### src/rtl/stage3_execute_if.sv
// Bundle between the ID stage, the EX stage and its MEM/WB consumers.
// The slave modport is the EX stage; the master side drives ID/EX inputs and forwarding.
interface stage3_execute_if;
    localparam int WORD_SIZE = 16;

    logic [WORD_SIZE-1:0] Pc;
    logic [WORD_SIZE-1:0] RegData1;
    logic [WORD_SIZE-1:0] RegData2;
    logic [WORD_SIZE-1:0] Imm;
    logic [1:0]           Rs;
    logic [1:0]           Rt;
    logic [1:0]           RegWriteTarget;
    logic [3:0]           ALUOp;
    logic                 ALUSrc;
    logic [2:0]           BranchType;
    logic                 MemRead;
    logic                 MemWrite;
    logic                 RegWrite;
    logic [1:0]           RegWriteSrc;
    logic                 Valid;
    logic                 Stall;
    logic                 Flush;
    logic                 MEM_RegWrite;
    logic [1:0]           MEM_RegWriteTarget;
    logic [WORD_SIZE-1:0] MEM_FwdData;
    logic                 WB_RegWrite;
    logic [1:0]           WB_RegWriteTarget;
    logic [WORD_SIZE-1:0] WB_RegWriteData;

    logic [WORD_SIZE-1:0] PcVal;
    logic [WORD_SIZE-1:0] ALUOut;
    logic [WORD_SIZE-1:0] StoreData;
    logic [1:0]           RegWriteTarget_OUT;
    logic                 MemRead_OUT;
    logic                 MemWrite_OUT;
    logic                 RegWrite_OUT;
    logic [1:0]           RegWriteSrc_OUT;
    logic                 BranchTaken;
    logic [WORD_SIZE-1:0] BranchTarget;

    modport master (
        output Pc, RegData1, RegData2, Imm, Rs, Rt, RegWriteTarget, ALUOp, ALUSrc,
               BranchType, MemRead, MemWrite, RegWrite, RegWriteSrc, Valid, Stall, Flush,
               MEM_RegWrite, MEM_RegWriteTarget, MEM_FwdData,
               WB_RegWrite, WB_RegWriteTarget, WB_RegWriteData,
        input  PcVal, ALUOut, StoreData, RegWriteTarget_OUT, MemRead_OUT, MemWrite_OUT,
               RegWrite_OUT, RegWriteSrc_OUT, BranchTaken, BranchTarget
    );

    modport slave (
        input  Pc, RegData1, RegData2, Imm, Rs, Rt, RegWriteTarget, ALUOp, ALUSrc,
               BranchType, MemRead, MemWrite, RegWrite, RegWriteSrc, Valid, Stall, Flush,
               MEM_RegWrite, MEM_RegWriteTarget, MEM_FwdData,
               WB_RegWrite, WB_RegWriteTarget, WB_RegWriteData,
        output PcVal, ALUOut, StoreData, RegWriteTarget_OUT, MemRead_OUT, MemWrite_OUT,
               RegWrite_OUT, RegWriteSrc_OUT, BranchTaken, BranchTarget
    );
endinterface

### src/rtl/stage3_execute.sv
// EX stage: ID/EX register, MEM/WB operand forwarding, ALU and branch resolution.
// Outputs are combinational from the ID/EX register plus the forwarding ports.
module stage3_execute (
    input  logic            clk,
    input  logic            reset_n,
    stage3_execute_if.slave ex
);
    localparam int WORD_SIZE = 16;
    typedef logic [WORD_SIZE-1:0] word_t;

    typedef struct packed {
        word_t      pc;
        word_t      rd1;
        word_t      rd2;
        word_t      imm;
        logic [1:0] rs;
        logic [1:0] rt;
        logic [1:0] wtgt;
        logic [3:0] alu_op;
        logic       alu_src;
        logic [2:0] br_type;
        logic       mem_read;
        logic       mem_write;
        logic       reg_write;
        logic [1:0] wsrc;
        logic       valid;
    } idex_t;

    localparam idex_t IDEX_BUBBLE = '0;

    idex_t idex_r;
    idex_t idex_load_s;
    word_t op_a_s;
    word_t fwd_b_s;
    word_t op_b_s;
    word_t alu_s;
    logic  taken_s;

    // MEM result is younger than WB, so it wins when both target the same register.
    function automatic word_t forward(input logic [1:0] idx, input word_t reg_val,
                                      input logic mem_rw, input logic [1:0] mem_tgt,
                                      input word_t mem_val, input logic wb_rw,
                                      input logic [1:0] wb_tgt, input word_t wb_val);
        word_t res;
        if (mem_rw && (mem_tgt == idx)) begin
            res = mem_val;
        end else if (wb_rw && (wb_tgt == idx)) begin
            res = wb_val;
        end else begin
            res = reg_val;
        end
        return res;
    endfunction

    // Gather the ID-stage inputs into the register image.
    always_comb begin
        idex_load_s           = IDEX_BUBBLE;
        idex_load_s.pc        = ex.Pc;
        idex_load_s.rd1       = ex.RegData1;
        idex_load_s.rd2       = ex.RegData2;
        idex_load_s.imm       = ex.Imm;
        idex_load_s.rs        = ex.Rs;
        idex_load_s.rt        = ex.Rt;
        idex_load_s.wtgt      = ex.RegWriteTarget;
        idex_load_s.alu_op    = ex.ALUOp;
        idex_load_s.alu_src   = ex.ALUSrc;
        idex_load_s.br_type   = ex.BranchType;
        idex_load_s.mem_read  = ex.MemRead;
        idex_load_s.mem_write = ex.MemWrite;
        idex_load_s.reg_write = ex.RegWrite;
        idex_load_s.wsrc      = ex.RegWriteSrc;
        idex_load_s.valid     = ex.Valid;
    end

    // ID/EX register: reset, then flush, then stall, then load.
    always_ff @(posedge clk or posedge reset_n) begin
        if (reset_n) begin
            idex_r <= IDEX_BUBBLE;
        end else if (ex.Flush) begin
            idex_r <= IDEX_BUBBLE;
        end else if (!ex.Stall) begin
            idex_r <= idex_load_s;
        end
    end

    // Operand forwarding, ALU and branch condition.
    always_comb begin
        op_a_s  = forward(idex_r.rs, idex_r.rd1, ex.MEM_RegWrite, ex.MEM_RegWriteTarget,
                          ex.MEM_FwdData, ex.WB_RegWrite, ex.WB_RegWriteTarget,
                          ex.WB_RegWriteData);
        fwd_b_s = forward(idex_r.rt, idex_r.rd2, ex.MEM_RegWrite, ex.MEM_RegWriteTarget,
                          ex.MEM_FwdData, ex.WB_RegWrite, ex.WB_RegWriteTarget,
                          ex.WB_RegWriteData);
        op_b_s  = idex_r.alu_src ? idex_r.imm : fwd_b_s;
        alu_s   = 16'h0000;
        taken_s = 1'b0;
        case (idex_r.alu_op)
            4'd0:    alu_s = op_a_s + op_b_s;
            4'd1:    alu_s = op_a_s - op_b_s;
            4'd2:    alu_s = op_a_s & op_b_s;
            4'd3:    alu_s = op_a_s | op_b_s;
            4'd4:    alu_s = ~op_a_s;
            4'd5:    alu_s = 16'h0000 - op_a_s;
            4'd6:    alu_s = {op_a_s[14:0], 1'b0};
            4'd7:    alu_s = {op_a_s[15], op_a_s[15:1]};
            4'd8:    alu_s = {op_b_s[7:0], 8'h00};
            4'd9:    alu_s = op_b_s;
            default: alu_s = 16'h0000;
        endcase
        case (idex_r.br_type)
            3'd1:    taken_s = (op_a_s != fwd_b_s);
            3'd2:    taken_s = (op_a_s == fwd_b_s);
            3'd3:    taken_s = !op_a_s[15] && (op_a_s != 16'h0000);
            3'd4:    taken_s = op_a_s[15];
            default: taken_s = 1'b0;
        endcase
    end

    // A bubble in EX presents all-zero outputs, whatever the forwarding ports carry.
    always_comb begin
        ex.PcVal              = 16'h0000;
        ex.ALUOut             = 16'h0000;
        ex.StoreData          = 16'h0000;
        ex.RegWriteTarget_OUT = 2'b00;
        ex.MemRead_OUT        = 1'b0;
        ex.MemWrite_OUT       = 1'b0;
        ex.RegWrite_OUT       = 1'b0;
        ex.RegWriteSrc_OUT    = 2'b00;
        ex.BranchTaken        = 1'b0;
        ex.BranchTarget       = 16'h0000;
        if (idex_r.valid) begin
            ex.PcVal              = idex_r.pc;
            ex.ALUOut             = alu_s;
            ex.StoreData          = fwd_b_s;
            ex.RegWriteTarget_OUT = idex_r.wtgt;
            ex.MemRead_OUT        = idex_r.mem_read;
            ex.MemWrite_OUT       = idex_r.mem_write;
            ex.RegWrite_OUT       = idex_r.reg_write;
            ex.RegWriteSrc_OUT    = idex_r.wsrc;
            ex.BranchTaken        = taken_s;
            ex.BranchTarget       = idex_r.pc + idex_r.imm;
        end else begin
            ex.BranchTaken        = 1'b0;
        end
    end
endmodule

### src/flat_wrapper.sv
// flat-port wrapper written by rule: the top's interface ports become plain ports
module stage3_execute_flat 
  (clk, reset_n, ex_Pc, ex_RegData1, ex_RegData2, ex_Imm, ex_Rs, ex_Rt, ex_RegWriteTarget, ex_ALUOp, ex_ALUSrc, ex_BranchType, ex_MemRead, ex_MemWrite, ex_RegWrite, ex_RegWriteSrc, ex_Valid, ex_Stall, ex_Flush, ex_MEM_RegWrite, ex_MEM_RegWriteTarget, ex_MEM_FwdData, ex_WB_RegWrite, ex_WB_RegWriteTarget, ex_WB_RegWriteData, ex_PcVal, ex_ALUOut, ex_StoreData, ex_RegWriteTarget_OUT, ex_MemRead_OUT, ex_MemWrite_OUT, ex_RegWrite_OUT, ex_RegWriteSrc_OUT, ex_BranchTaken, ex_BranchTarget);
  stage3_execute_if ex_i ();
  input  logic clk;
  input  logic reset_n;
  input wire logic [$bits(ex_i.Pc)-1:0] ex_Pc;
  input wire logic [$bits(ex_i.RegData1)-1:0] ex_RegData1;
  input wire logic [$bits(ex_i.RegData2)-1:0] ex_RegData2;
  input wire logic [$bits(ex_i.Imm)-1:0] ex_Imm;
  input wire logic [$bits(ex_i.Rs)-1:0] ex_Rs;
  input wire logic [$bits(ex_i.Rt)-1:0] ex_Rt;
  input wire logic [$bits(ex_i.RegWriteTarget)-1:0] ex_RegWriteTarget;
  input wire logic [$bits(ex_i.ALUOp)-1:0] ex_ALUOp;
  input wire logic [$bits(ex_i.ALUSrc)-1:0] ex_ALUSrc;
  input wire logic [$bits(ex_i.BranchType)-1:0] ex_BranchType;
  input wire logic [$bits(ex_i.MemRead)-1:0] ex_MemRead;
  input wire logic [$bits(ex_i.MemWrite)-1:0] ex_MemWrite;
  input wire logic [$bits(ex_i.RegWrite)-1:0] ex_RegWrite;
  input wire logic [$bits(ex_i.RegWriteSrc)-1:0] ex_RegWriteSrc;
  input wire logic [$bits(ex_i.Valid)-1:0] ex_Valid;
  input wire logic [$bits(ex_i.Stall)-1:0] ex_Stall;
  input wire logic [$bits(ex_i.Flush)-1:0] ex_Flush;
  input wire logic [$bits(ex_i.MEM_RegWrite)-1:0] ex_MEM_RegWrite;
  input wire logic [$bits(ex_i.MEM_RegWriteTarget)-1:0] ex_MEM_RegWriteTarget;
  input wire logic [$bits(ex_i.MEM_FwdData)-1:0] ex_MEM_FwdData;
  input wire logic [$bits(ex_i.WB_RegWrite)-1:0] ex_WB_RegWrite;
  input wire logic [$bits(ex_i.WB_RegWriteTarget)-1:0] ex_WB_RegWriteTarget;
  input wire logic [$bits(ex_i.WB_RegWriteData)-1:0] ex_WB_RegWriteData;
  output wire logic [$bits(ex_i.PcVal)-1:0] ex_PcVal;
  output wire logic [$bits(ex_i.ALUOut)-1:0] ex_ALUOut;
  output wire logic [$bits(ex_i.StoreData)-1:0] ex_StoreData;
  output wire logic [$bits(ex_i.RegWriteTarget_OUT)-1:0] ex_RegWriteTarget_OUT;
  output wire logic [$bits(ex_i.MemRead_OUT)-1:0] ex_MemRead_OUT;
  output wire logic [$bits(ex_i.MemWrite_OUT)-1:0] ex_MemWrite_OUT;
  output wire logic [$bits(ex_i.RegWrite_OUT)-1:0] ex_RegWrite_OUT;
  output wire logic [$bits(ex_i.RegWriteSrc_OUT)-1:0] ex_RegWriteSrc_OUT;
  output wire logic [$bits(ex_i.BranchTaken)-1:0] ex_BranchTaken;
  output wire logic [$bits(ex_i.BranchTarget)-1:0] ex_BranchTarget;
  assign ex_i.Pc = ex_Pc;
  assign ex_i.RegData1 = ex_RegData1;
  assign ex_i.RegData2 = ex_RegData2;
  assign ex_i.Imm = ex_Imm;
  assign ex_i.Rs = ex_Rs;
  assign ex_i.Rt = ex_Rt;
  assign ex_i.RegWriteTarget = ex_RegWriteTarget;
  assign ex_i.ALUOp = ex_ALUOp;
  assign ex_i.ALUSrc = ex_ALUSrc;
  assign ex_i.BranchType = ex_BranchType;
  assign ex_i.MemRead = ex_MemRead;
  assign ex_i.MemWrite = ex_MemWrite;
  assign ex_i.RegWrite = ex_RegWrite;
  assign ex_i.RegWriteSrc = ex_RegWriteSrc;
  assign ex_i.Valid = ex_Valid;
  assign ex_i.Stall = ex_Stall;
  assign ex_i.Flush = ex_Flush;
  assign ex_i.MEM_RegWrite = ex_MEM_RegWrite;
  assign ex_i.MEM_RegWriteTarget = ex_MEM_RegWriteTarget;
  assign ex_i.MEM_FwdData = ex_MEM_FwdData;
  assign ex_i.WB_RegWrite = ex_WB_RegWrite;
  assign ex_i.WB_RegWriteTarget = ex_WB_RegWriteTarget;
  assign ex_i.WB_RegWriteData = ex_WB_RegWriteData;
  assign ex_PcVal = ex_i.PcVal;
  assign ex_ALUOut = ex_i.ALUOut;
  assign ex_StoreData = ex_i.StoreData;
  assign ex_RegWriteTarget_OUT = ex_i.RegWriteTarget_OUT;
  assign ex_MemRead_OUT = ex_i.MemRead_OUT;
  assign ex_MemWrite_OUT = ex_i.MemWrite_OUT;
  assign ex_RegWrite_OUT = ex_i.RegWrite_OUT;
  assign ex_RegWriteSrc_OUT = ex_i.RegWriteSrc_OUT;
  assign ex_BranchTaken = ex_i.BranchTaken;
  assign ex_BranchTarget = ex_i.BranchTarget;
  stage3_execute u_core (.clk(clk), .reset_n(reset_n), .ex(ex_i));
endmodule
### config.mk
export PLATFORM = sky130hd
export DESIGN_NAME = stage3_execute_flat
export DESIGN_NICKNAME = d
export VERILOG_FILES = /design/src/rtl/stage3_execute_if.sv /design/src/rtl/stage3_execute.sv /design/src/flat_wrapper.sv
export SDC_FILE = /design/constraint.sdc
export NUM_CORES = 1
export LEC_CHECK = 0
export CELL_PAD_IN_SITES_DETAIL_PLACEMENT = 1
export CELL_PAD_IN_SITES_GLOBAL_PLACEMENT = 1
export CORE_UTILIZATION = 26
export CTS_CLUSTER_DIAMETER = 200
export DETAILED_ROUTE_END_ITERATION = 16
export DONT_BUFFER_PORTS = 1
export PLACE_DENSITY = 0.61
export RECOVER_POWER = 25
export REMOVE_ABC_BUFFERS = 1
export SYNTH_ARGS = -nofsm -noshare
export SYNTH_HDL_FRONTEND = slang
export SYNTH_SLANG_ARGS = --single-unit
export TNS_END_PERCENT = 10
### constraint.sdc
create_clock -name clk -period 11.93 [get_ports clk]
set_clock_uncertainty 0.1 [all_clocks]
set_input_delay 2.386 -clock clk [delete_from_list [all_inputs] [get_ports clk]]
set_output_delay 2.386 -clock clk [all_outputs]
set_load 0.005 [all_outputs]
# [After elaboration in Yosys (flattened, before gate mapping)]
# Cells that the tools add are included.
[word_totals] reg_bits=84 word_cells=69 out_inout_bits=72 mem_bits_rw=0 n_memories=0 latchBits=0 mem_bits_ro=0
[classes] shifts=0 n_mux=19 order_cmp=0 bitwise_logic=3 n_eq_ne=20 n_addsub=4 reduce_logical=8 n_mul=0 div=0
[ops] cell="two-way mux 84 bit" n=2
[ops] cell="one-hot mux 16 bit (10 select lines)" n=1
[ops] cell="two-way mux 16 bit" n=9
[ops] cell="adder 16 bit" n=2
[ops] cell="bitwise AND 16 bit" n=1
[ops] cell="equality test 16 bit" n=1
[ops] cell="equality test 4 x 3 -> 1 bit, second input constant" n=4
[ops] cell="!= test 16 bit" n=1
[ops] cell="NOT 16 bit" n=1
[ops] cell="OR 16 bit" n=1
[ops] cell="nonzero test 16 bit" n=1
[ops] cell="subtractor 1 x 16 -> 16 bit, first input constant" n=1
[ops] cell="subtractor 16 bit" n=1
[ops] cell="equality test 2 bit" n=4
[ops] cell="equality test 4 x 2 -> 1 bit, second input constant" n=2
[ops] cell="equality test 4 bit, second input constant" n=2
[ops] cell="equality test 3 x 2 -> 1 bit, second input constant" n=2
[ops] cell="logical AND 1 bit" n=5
[ops] cell="equality test 4 x 1 -> 1 bit, second input constant" n=1
[ops] cell="zero test 4 bit" n=1
[ops] cell="two-way mux 1 bit" n=4
[ops] cell="two-way mux 2 bit" n=2
[ops] cell="one-hot mux 1 bit (4 select lines)" n=1
[ops] cell="equality test 3 x 1 -> 1 bit, second input constant" n=1
[ops] cell="other kinds (3)" n=3

# [Logic depth before layout (Yosys ltp)]
# Gate-level depths: netlist of run 1.
[depth] word_depth=8 depth_mapped=19 mapped_depth_nobuf=18

# [Least setup slack after synthesis of run 1]
# Ideal clock, no wire load.
[synth_path] path_kind="input to output" startpoint="in ex_MEM_RegWriteTarget[1]" endpoint="out ex_ALUOut[15]" t_required_ns=9.444 path_buffers=1 t_arrival_ns=6.061 cell_stages=18 setup_slack_ns=3.383 cell_sequence="xor2_2 > or3_1 > buf_6 > a31oi_1 > mux2i_1 > ha_1 > nor2_1 > a21oi_1 > inv_1 > ha_1 > nand2b_1 > a21oi_1 > o21a_1 > o21ai_0 > a211o_1 > and3_1 > or4_1 > nand3_1"
[synth_via] elab_chain_cells=7
[synth_rtl] element="start, declared" line="flat_wrapper.sv:25" text="input wire logic [$bits(ex_i.MEM_RegWriteTarget)-1:0] ex_MEM_RegWriteTarget;"
[synth_rtl] element="equality test 2 bit" line="stage3_execute.sv:45" text="if (mem_rw && (mem_tgt == idx)) begin"
[synth_rtl] element="logical AND 1 bit" line="stage3_execute.sv:45"
[synth_rtl] element="two-way mux 16 bit" line="stage3_execute.sv:45"
[synth_rtl] element="two-way mux 16 bit" line="stage3_execute.sv:94" text="op_b_s = idex_r.alu_src ? idex_r.imm : fwd_b_s;"
[synth_rtl] element="subtractor 16 bit (tied with other cells)" line="stage3_execute.sv:99" text="4'd1: alu_s = op_a_s - op_b_s;"
[synth_rtl] element="one-hot mux 16 bit (10 select lines) *" line="stage3_execute.sv:97" text="case (idex_r.alu_op)"
[synth_rtl] element="two-way mux 16 bit *" line="stage3_execute.sv:131" text="if (idex_r.valid) begin"
[synth_rtl] element="end, declared" line="flat_wrapper.sv:31" text="output wire logic [$bits(ex_i.ALUOut)-1:0] ex_ALUOut;"
# Mark *: on every way between the ends. The rest lies on a longest branch, timed or not.

# [Worst setup path after layout of run 1]
# Ends and elaborated chain as after synthesis.

==> impl_metrics.xml, run 1 <==
<?xml version="1.0" encoding="UTF-8"?>
<metrics>
  <group name="outcome">
    <metric name="run_status" unit="">completed</metric>
  </group>
  <group name="sta">
    <metric name="post-route-period-util" unit="">0.818</metric>
    <metric name="highest_clock_frequency_the_design_can_meet" unit="MHz">102</metric>
    <metric name="finalWorstSetupSlack" unit="ns">2.17</metric>
    <metric name="period_needed" unit="ns">9.76</metric>
    <metric name="slew_headroom" unit="">0.251</metric>
    <metric name="setup_repair_after_global_routing_missed_its_margin" unit="">false</metric>
    <metric name="final_layout_setup_total_negative_slack" unit="ns">0</metric>
    <metric name="count_of_final_setup_violators" unit="">0</metric>
    <metric name="tightestPinTransition" unit="ns">1.12</metric>
    <metric name="hold_viol_final" unit="">0</metric>
    <metric name="slew_violations" unit="">0</metric>
    <metric name="hold_ws" unit="ns">0.422</metric>
  </group>
  <group name="route">
    <metric name="detail_route.wirelength" unit="µm">34100</metric>
    <metric name="drt-initial-drc-count" unit="">566</metric>
    <metric name="final_antenna_net_count" unit="">0</metric>
    <metric name="vias" unit="">7865</metric>
    <metric name="drt-wirelength-per-cell" unit="µm">24.7</metric>
    <metric name="drc" unit="">0</metric>
    <metric name="drt_pass1_iterations" unit="">5</metric>
    <metric name="route.detailed.vias_per_inst" unit="">5.70</metric>
  </group>
  <group name="yosys">
    <metric name="synth_largest_area_cell" unit="">sky130_fd_sc_hd__dfrtp_1</metric>
    <metric name="synthMostInstantiatedCell" unit="">sky130_fd_sc_hd__nor2_1</metric>
    <metric name="ys_types" unit="">71</metric>
    <metric name="post_synth_inst_count" unit="">1015</metric>
    <metric name="synth_area_leaders" unit="">sky130_fd_sc_hd__dfrtp_1 25%, sky130_fd_sc_hd__mux2i_1 11%, sky130_fd_sc_hd__nor2_1 6.2%</metric>
    <metric name="post_synth.cell_area_avg" unit="µm²">8.13</metric>
    <metric name="synth-edff-count" unit="">0</metric>
    <metric name="synth.top_cell.area_share" unit="">0.255</metric>
    <metric name="synth-async-reset-ratio" unit="">1.00</metric>
    <metric name="ys_top_cells_by_count" unit="">137 x sky130_fd_sc_hd__nor2_1, 94 x sky130_fd_sc_hd__mux2i_1, 84 x sky130_fd_sc_hd__dfrtp_1</metric>
    <metric name="synth_area" unit="µm²">8250</metric>
    <metric name="synth_warnings" unit="">0</metric>
    <metric name="ys_seq_area_frac" unit="">0.255</metric>
    <metric name="postSynthRegisterBits" unit="">84</metric>
    <metric name="ys_dominant_reg_cell" unit="">sky130_fd_sc_hd__dfrtp_1</metric>
  </group>
  <group name="floorplan">
    <metric name="core_area" unit="µm²">30900</metric>
    <metric name="row_count" unit="">64</metric>
    <metric name="dieHeight" unit="µm">180</metric>
    <metric name="initial_core_util" unit="">0.267</metric>
    <metric name="floorplan.io_pins" unit="">198</metric>
    <metric name="design.die.area" unit="µm²">32500</metric>
    <metric name="die_width" unit="µm">180</metric>
  </group>
  <group name="clock_network">
    <metric name="post_cts.resized_instances" unit="">0</metric>
    <metric name="worst_path_clk_slew" unit="ns">0.06</metric>
    <metric name="root_buffer" unit="">sky130_fd_sc_hd__clkbuf_16</metric>
    <metric name="cts-htree-levels" unit="">3</metric>
    <metric name="tritoncts.num_buffers" unit="">9</metric>
    <metric name="tritoncts_clock_tree" unit="">built</metric>
    <metric name="insertion_delay" unit="ns">0.35</metric>
    <metric name="post-cts-setup-buffers" unit="">0</metric>
    <metric name="clock_path_buffers" unit="">2</metric>
    <metric name="tritoncts_num_sinks" unit="">84</metric>
    <metric name="hold_buffers" unit="">0</metric>
  </group>
  <group name="worst_setup_path">
    <metric name="crit_path_category" unit="">in -&gt; out</metric>
    <metric name="endpoint_kind" unit="">output port</metric>
    <metric name="crit-reg2reg-capture" unit="">u_core.idex_r[0]</metric>
    <metric name="reg2reg_setup_slack" unit="ns">10.60</metric>
    <metric name="critPathMaxFanout" unit="">18</metric>
    <metric name="worst-endpoint-required" unit="ns">9.44</metric>
    <metric name="cp-start-kind" unit="">input port</metric>
    <metric name="critPathTopFamily" unit="">compound AO/OA/AOI/OAI gates</metric>
    <metric name="cp_cell_sequence" unit="">xor2_2 -&gt; or3_1 -&gt; a31oi_1 -&gt; mux2i_1 -&gt; ha_1 -&gt; a31oi_1 -&gt; xnor2_1 -&gt; ha_1 -&gt; o21ai_0 -&gt; a21boi_0 -&gt; o21ai_0 -&gt; a211o_1 -&gt; and3_1 -&gt; or4_1 -&gt; nand3_1</metric>
    <metric name="cp.arrival" unit="ns">7.28</metric>
    <metric name="critical_path.n_buffers_inverters" unit="">0</metric>
    <metric name="cp_slowest_stage_delay" unit="ns">0.64</metric>
    <metric name="crit_path_top_delay_cell" unit="">sky130_fd_sc_hd__or3_1</metric>
    <metric name="startpoint" unit="">ex_MEM_RegWriteTarget[1]</metric>
    <metric name="rr_startpoint" unit="">u_core.idex_r[0]</metric>
    <metric name="cp_num_cells" unit="">15</metric>
    <metric name="r2r_worst_path_depth" unit="">3</metric>
  </group>
  <group name="global_route">
    <metric name="globalRouteOverflowTotal" unit="">0</metric>
    <metric name="grt_first_pass_wirelength" unit="µm">51300</metric>
    <metric name="first_global_vias" unit="">8052</metric>
    <metric name="grt_start_max_net_pins" unit="">85</metric>
    <metric name="grt_util_all_layers" unit="">0.208</metric>
    <metric name="grt_antenna_before_repair" unit="">1</metric>
  </group>
  <group name="finish">
    <metric name="finish.instance_area" unit="µm²">8970</metric>
    <metric name="area.growth.synth_to_final" unit="%">8.67</metric>
    <metric name="diodes" unit="">0</metric>
    <metric name="final-instance-count-excl-fill" unit="">1381</metric>
    <metric name="reg.largest.list" unit="">u_core.idex_r (84)</metric>
    <metric name="drive_gt1_frac" unit="">0.0772</metric>
    <metric name="largest-register" unit="">u_core.idex_r</metric>
    <metric name="final_util" unit="">0.290</metric>
    <metric name="fin_nets" unit="">1142</metric>
    <metric name="area_taken_by_multi_input_logic_gates" unit="µm²">5780</metric>
    <metric name="storage_cell_area" unit="µm²">2100</metric>
    <metric name="fillCellCount" unit="">3712</metric>
    <metric name="largest_register_ffs" unit="">84</metric>
  </group>
  <group name="place">
    <metric name="post-place-cells" unit="">1365</metric>
    <metric name="routabilityCongestion" unit="">0.943</metric>
    <metric name="detailedPlace.worstSlack" unit="ns">2.19</metric>
    <metric name="dpl_cell_area" unit="µm²">8620</metric>
    <metric name="dp.final_hpwl" unit="µm">26600</metric>
    <metric name="io_buffer_count" unit="">0</metric>
  </group>
  <group name="min_path">
    <metric name="worst_hold_path.num_cells" unit="">2</metric>
    <metric name="hold_start" unit="">u_core.idex_r[2]</metric>
    <metric name="hold_crit_endpoint" unit="">u_core.idex_r[2]</metric>
    <metric name="min-delay-path-class" unit="">reg -&gt; reg</metric>
  </group>
  <group name="pwr">
    <metric name="worst_ir_drop_vdd" unit="mV">0.0567</metric>
    <metric name="total_leakage_power" unit="nW">3.80</metric>
    <metric name="report.power.total" unit="mW">1.11</metric>
    <metric name="power_per_cell_area" unit="nW/µm²">124</metric>
  </group>
  <group name="flow_run">
    <metric name="drv.max_cap_violation_count" unit="">0</metric>
  </group>
</metrics>
worst register-to-register path: stages (launching register included):
cell and delay (ns):
sky130_fd_sc_hd__dfrtp_2 0.41, sky130_fd_sc_hd__buf_4 0.47, sky130_fd_sc_hd__mux2i_1 0.16, sky130_fd_sc_hd__nor2_1 0.12
cell families after synthesis:
| kind of cell | count (synthesis) | synth area share |
|---|---|---|
| adders and majority gates | 37 | 0.0576 |
| buffers and inverters | 90 | 0.0453 |
| AOI/OAI and AO/OA | 226 | 0.190 |
| and+or+nand+nor | 408 | 0.251 |
| DFF | 84 | 0.255 |
| xor gates and xnor gates | 69 | 0.0769 |
| muxes | 101 | 0.125 |
cell type report:
cell class,count,share of cell area
Timing Repair Buffer,19,0.0159
Inverter,25,0.0106
Clock inverter,5,0.0120
Clock buffer,11,0.0271
Tap cell,396,0.0553
Multi-Input combinational cell,841,0.645
Sequential cell,84,0.235
how the worst max path moves through the flow:
stage | endpoint | slack (ns)
after global routing | ex_ALUOut[15] | 1.75
after global placement | ex_ALUOut[15] | 2.45
after detailed placement | ex_ALUOut[15] | 2.19
after floorplan | ex_ALUOut[15] | 3.09
after CTS | ex_ALUOut[15] | 2.18
final | ex_ALUOut[15] | 2.17
layout by cell type (no fill, tap or decap), types with 10 or more instances in the layout:
master and instances:
sky130_fd_sc_hd__inv_1 20, sky130_fd_sc_hd__nor2_1 137, sky130_fd_sc_hd__a21oi_1 50, sky130_fd_sc_hd__dfrtp_1 83, sky130_fd_sc_hd__mux2i_1 94, sky130_fd_sc_hd__xor2_1 19
sky130_fd_sc_hd__o31ai_1 28, sky130_fd_sc_hd__o21ai_0 33, sky130_fd_sc_hd__or3_1 13, sky130_fd_sc_hd__a31oi_1 25, sky130_fd_sc_hd__and2_1 50, sky130_fd_sc_hd__nand2b_1 10
sky130_fd_sc_hd__ha_1 34, sky130_fd_sc_hd__nor3_1 26, sky130_fd_sc_hd__nand3_1 22, sky130_fd_sc_hd__nor4_1 27, sky130_fd_sc_hd__nand2_1 52, sky130_fd_sc_hd__buf_4 19
sky130_fd_sc_hd__nand4_1 31, sky130_fd_sc_hd__xnor2_1 46, sky130_fd_sc_hd__nor2b_1 14
layer usage:
metal,part of all wire,track usage
met5,0.00029,0
met2,0.46,0.343
met4,0.029,0.0742
met1,0.43,0.258
met3,0.079,0.0600
power by group:
| group | switching (mW) | total (mW) | internal, mW | leakage [nW] |
|---|---|---|---|---|
| registers | 0.0203 | 0.321 | 0.301 | 1.11 |
| clock network | 0.126 | 0.338 | 0.212 | 0.170 |
| logic | 0.278 | 0.452 | 0.174 | 2.52 |
(Power assumes the default switching activity.)
==> run 2: changes to the inputs <==
==> constraint.sdc (replaced) <==
create_clock -name clk -period 9.4 [get_ports clk]
set_clock_uncertainty 0.1 [all_clocks]
set_input_delay 1.88 -clock clk [delete_from_list [all_inputs] [get_ports clk]]
set_output_delay 1.88 -clock clk [all_outputs]
set_load 0.005 [all_outputs]
==> run 2 against run 1 <==
Non-clock buffer count up 2. Clock power down 2%. Sequential share of layout area up 0.17 points. Total power up 18%. Die area unchanged. Count of clock-buffer cells in the layout up 2. Critical path type unchanged.
==> impl_metrics.xml, run 2 (synthesized netlist as in run 1, its figures left out) <==
<?xml version="1.0" encoding="UTF-8"?>
<metrics>
  <group name="sta">
    <metric name="setup_repair_after_global_routing_missed_its_margin" unit="">false</metric>
    <metric name="slew_violations" unit="">0</metric>
    <metric name="period_needed" unit="ns">8.37</metric>
    <metric name="final_layout_setup_total_negative_slack" unit="ns">0</metric>
    <metric name="hold_viol_final" unit="">0</metric>
    <metric name="slew_headroom" unit="">0.157</metric>
    <metric name="highest_clock_frequency_the_design_can_meet" unit="MHz">119</metric>
    <metric name="post-route-period-util" unit="">0.891</metric>
    <metric name="tightestPinTransition" unit="ns">1.26</metric>
    <metric name="count_of_final_setup_violators" unit="">0</metric>
    <metric name="hold_ws" unit="ns">0.424</metric>
  </group>
  <group name="finish">
    <metric name="reg.largest.list" unit="">u_core.idex_r (84)</metric>
    <metric name="storage_cell_area" unit="µm²">2100</metric>
    <metric name="layout_common_cells" unit="">137 x sky130_fd_sc_hd__nor2_1, 94 x sky130_fd_sc_hd__mux2i_1, 83 x sky130_fd_sc_hd__dfrtp_1</metric>
    <metric name="drive_gt1_frac" unit="">0.0771</metric>
    <metric name="largest-register" unit="">u_core.idex_r</metric>
    <metric name="largest_register_ffs" unit="">84</metric>
    <metric name="area_taken_by_multi_input_logic_gates" unit="µm²">5780</metric>
    <metric name="final_common_cell" unit="">sky130_fd_sc_hd__nor2_1</metric>
    <metric name="fillCellCount" unit="">3700</metric>
    <metric name="diodes" unit="">0</metric>
    <metric name="area.growth.synth_to_final" unit="%">7.88</metric>
    <metric name="final_util" unit="">0.288</metric>
    <metric name="fin_nets" unit="">1144</metric>
  </group>
  <group name="min_path">
    <metric name="min-delay-path-class" unit="">reg -&gt; reg</metric>
  </group>
  <group name="route">
    <metric name="final_antenna_net_count" unit="">0</metric>
    <metric name="drc" unit="">0</metric>
    <metric name="route.detailed.vias_per_inst" unit="">5.71</metric>
    <metric name="vias" unit="">7887</metric>
    <metric name="drt-initial-drc-count" unit="">556</metric>
    <metric name="detail_route.wirelength" unit="µm">33300</metric>
    <metric name="drt_pass1_iterations" unit="">4</metric>
    <metric name="drt-wirelength-per-cell" unit="µm">24.1</metric>
  </group>
  <group name="global_route">
    <metric name="grt_util_all_layers" unit="">0.203</metric>
    <metric name="grt_antenna_before_repair" unit="">1</metric>
    <metric name="first_global_vias" unit="">8131</metric>
    <metric name="grt_start_max_net_pins" unit="">85</metric>
    <metric name="globalRouteOverflowTotal" unit="">0</metric>
    <metric name="grt_first_pass_wirelength" unit="µm">50500</metric>
  </group>
  <group name="worst_setup_path">
    <metric name="cp_cell_sequence" unit="">xor2_2 -&gt; or3_1 -&gt; buf_4 -&gt; a31oi_1 -&gt; mux2i_1 -&gt; ha_1 -&gt; a31oi_1 -&gt; xnor2_1 -&gt; ha_1 -&gt; o21ai_0 -&gt; a21boi_0 -&gt; o21ai_0 -&gt; a211o_1 -&gt; and3_1 -&gt; or4_1 -&gt; nand3_1</metric>
    <metric name="reg2reg_setup_slack" unit="ns">8.05</metric>
    <metric name="cp-start-kind" unit="">input port</metric>
    <metric name="endpoint_kind" unit="">output port</metric>
    <metric name="critPathTopFamily" unit="">compound AO/OA/AOI/OAI gates</metric>
    <metric name="critical_path.n_buffers_inverters" unit="">1</metric>
    <metric name="cp.arrival" unit="ns">6.39</metric>
    <metric name="critPathMaxFanout" unit="">18</metric>
    <metric name="crit_path_top_delay_cell" unit="">sky130_fd_sc_hd__xor2_2</metric>
    <metric name="crit_path_category" unit="">in -&gt; out</metric>
    <metric name="cp_slowest_stage_delay" unit="ns">0.55</metric>
    <metric name="crit-reg2reg-capture" unit="">u_core.idex_r[0]</metric>
    <metric name="startpoint" unit="">ex_MEM_RegWriteTarget[1]</metric>
    <metric name="cp_num_cells" unit="">16</metric>
    <metric name="worst-endpoint-required" unit="ns">7.42</metric>
    <metric name="r2r_worst_path_depth" unit="">3</metric>
    <metric name="cp-endpoint" unit="">ex_ALUOut[15]</metric>
    <metric name="rr_startpoint" unit="">u_core.idex_r[0]</metric>
  </group>
  <group name="pwr">
    <metric name="power.share.combinational" unit="">0.436</metric>
    <metric name="clock_power_share" unit="">0.253</metric>
    <metric name="power_per_cell_area" unit="nW/µm²">147</metric>
    <metric name="worst_ir_drop_vdd" unit="mV">0.0658</metric>
    <metric name="cell_internal_pwr" unit="µW">797</metric>
    <metric name="total_switching_power" unit="µW">513</metric>
    <metric name="total_leakage_power" unit="nW">3.77</metric>
    <metric name="pwr-share-seq" unit="">0.311</metric>
    <metric name="switching_share" unit="">0.392</metric>
    <metric name="report.power.total" unit="mW">1.31</metric>
  </group>
  <group name="clock_network">
    <metric name="tritoncts_num_sinks" unit="">84</metric>
    <metric name="worst_path_clk_slew" unit="ns">0.06</metric>
    <metric name="post_cts.resized_instances" unit="">0</metric>
    <metric name="cts-htree-levels" unit="">3</metric>
    <metric name="tritoncts.num_buffers" unit="">9</metric>
    <metric name="hold_buffers" unit="">0</metric>
    <metric name="tritoncts_clock_tree" unit="">built</metric>
    <metric name="root_buffer" unit="">sky130_fd_sc_hd__clkbuf_16</metric>
    <metric name="post-cts-setup-buffers" unit="">0</metric>
    <metric name="clock_path_buffers" unit="">2</metric>
    <metric name="insertion_delay" unit="ns">0.34</metric>
  </group>
  <group name="floorplan">
    <metric name="design.die.area" unit="µm²">32500</metric>
    <metric name="die_width" unit="µm">180</metric>
    <metric name="floorplan.io_pins" unit="">198</metric>
    <metric name="initial_core_util" unit="">0.267</metric>
    <metric name="row_count" unit="">64</metric>
    <metric name="core_area" unit="µm²">30900</metric>
    <metric name="dieHeight" unit="µm">180</metric>
  </group>
  <group name="place">
    <metric name="io_buffer_count" unit="">0</metric>
    <metric name="dp.final_hpwl" unit="µm">26400</metric>
    <metric name="routabilityCongestion" unit="">0.902</metric>
  </group>
  <group name="outcome">
    <metric name="run_status" unit="">completed</metric>
  </group>
  <group name="flow_run">
    <metric name="drv.max_cap_violation_count" unit="">0</metric>
  </group>
</metrics>
-- run 2: layout make-up --
type | instances | area share
multi-input cells | 841 | 0.649
flip-flops and latches | 84 | 0.236
well taps | 396 | 0.0557
clock buffers | 13 | 0.0292
repair buffers | 21 | 0.0177
inverters | 25 | 0.0107
clock inverters | 2 | 0.00112
-- run 2: metrics by stage --
| step | std cells | setup WS [ns] | cell area, µm² |
|---|---|---|---|
| floorplan | 950 | 1.57 | 7970 |
| global placement | 1367 | 1.22 | 8630 |
| detailed placement | 1367 | 1.07 | 8630 |
| CTS | 1382 | 1.05 | 8900 |
| global route | 1382 | 0.670 | 8900 |
| finish | 1382 | 1.03 | 8900 |
-- run 2: worst register-to-register path: stages, from the launching register on --
cell	delay, ns
sky130_fd_sc_hd__dfrtp_2	0.40
sky130_fd_sc_hd__buf_4	0.48
sky130_fd_sc_hd__mux2i_1	0.16
sky130_fd_sc_hd__nor2_1	0.13
-- run 2: power groups by stage --
stage          Combinational (mW)  Clock, mW  Sequential, mW
3_3_place_gp                0.553          0           0.413
5_1_grt                     0.625      0.357           0.411
2_1_floorplan               0.413          0           0.405
6_report                    0.572      0.331           0.408
4_1_cts                     0.568      0.350           0.408
3_5_place_dp                0.563          0           0.414
-- run 2: metal layers --
metal  GRT usage  up-vias  wire, µm
li1            -     3663         -
met1       0.248     3878     14300
met2       0.333      278     15200
met3      0.0558       68      2520
met4      0.0923        0      1300
met5           0        -         0
-- run 2: worst min path at each step --
| stage | from | to | slack, ns | cells after the start |
|---|---|---|---|---|
| 3_3_place_gp | u_core.idex_r[2] | u_core.idex_r[2] | 0.40 | 2 |
| 5_1_grt | u_core.idex_r[2] | u_core.idex_r[2] | 0.45 | 2 |
| 2_1_floorplan | u_core.idex_r[15] | u_core.idex_r[15] | 0.38 | 2 |
| 4_1_cts | u_core.idex_r[5] | u_core.idex_r[5] | 0.43 | 2 |
| 6_report | u_core.idex_r[5] | u_core.idex_r[5] | 0.42 | 2 |
| 3_5_place_dp | u_core.idex_r[5] | u_core.idex_r[5] | 0.42 | 2 |
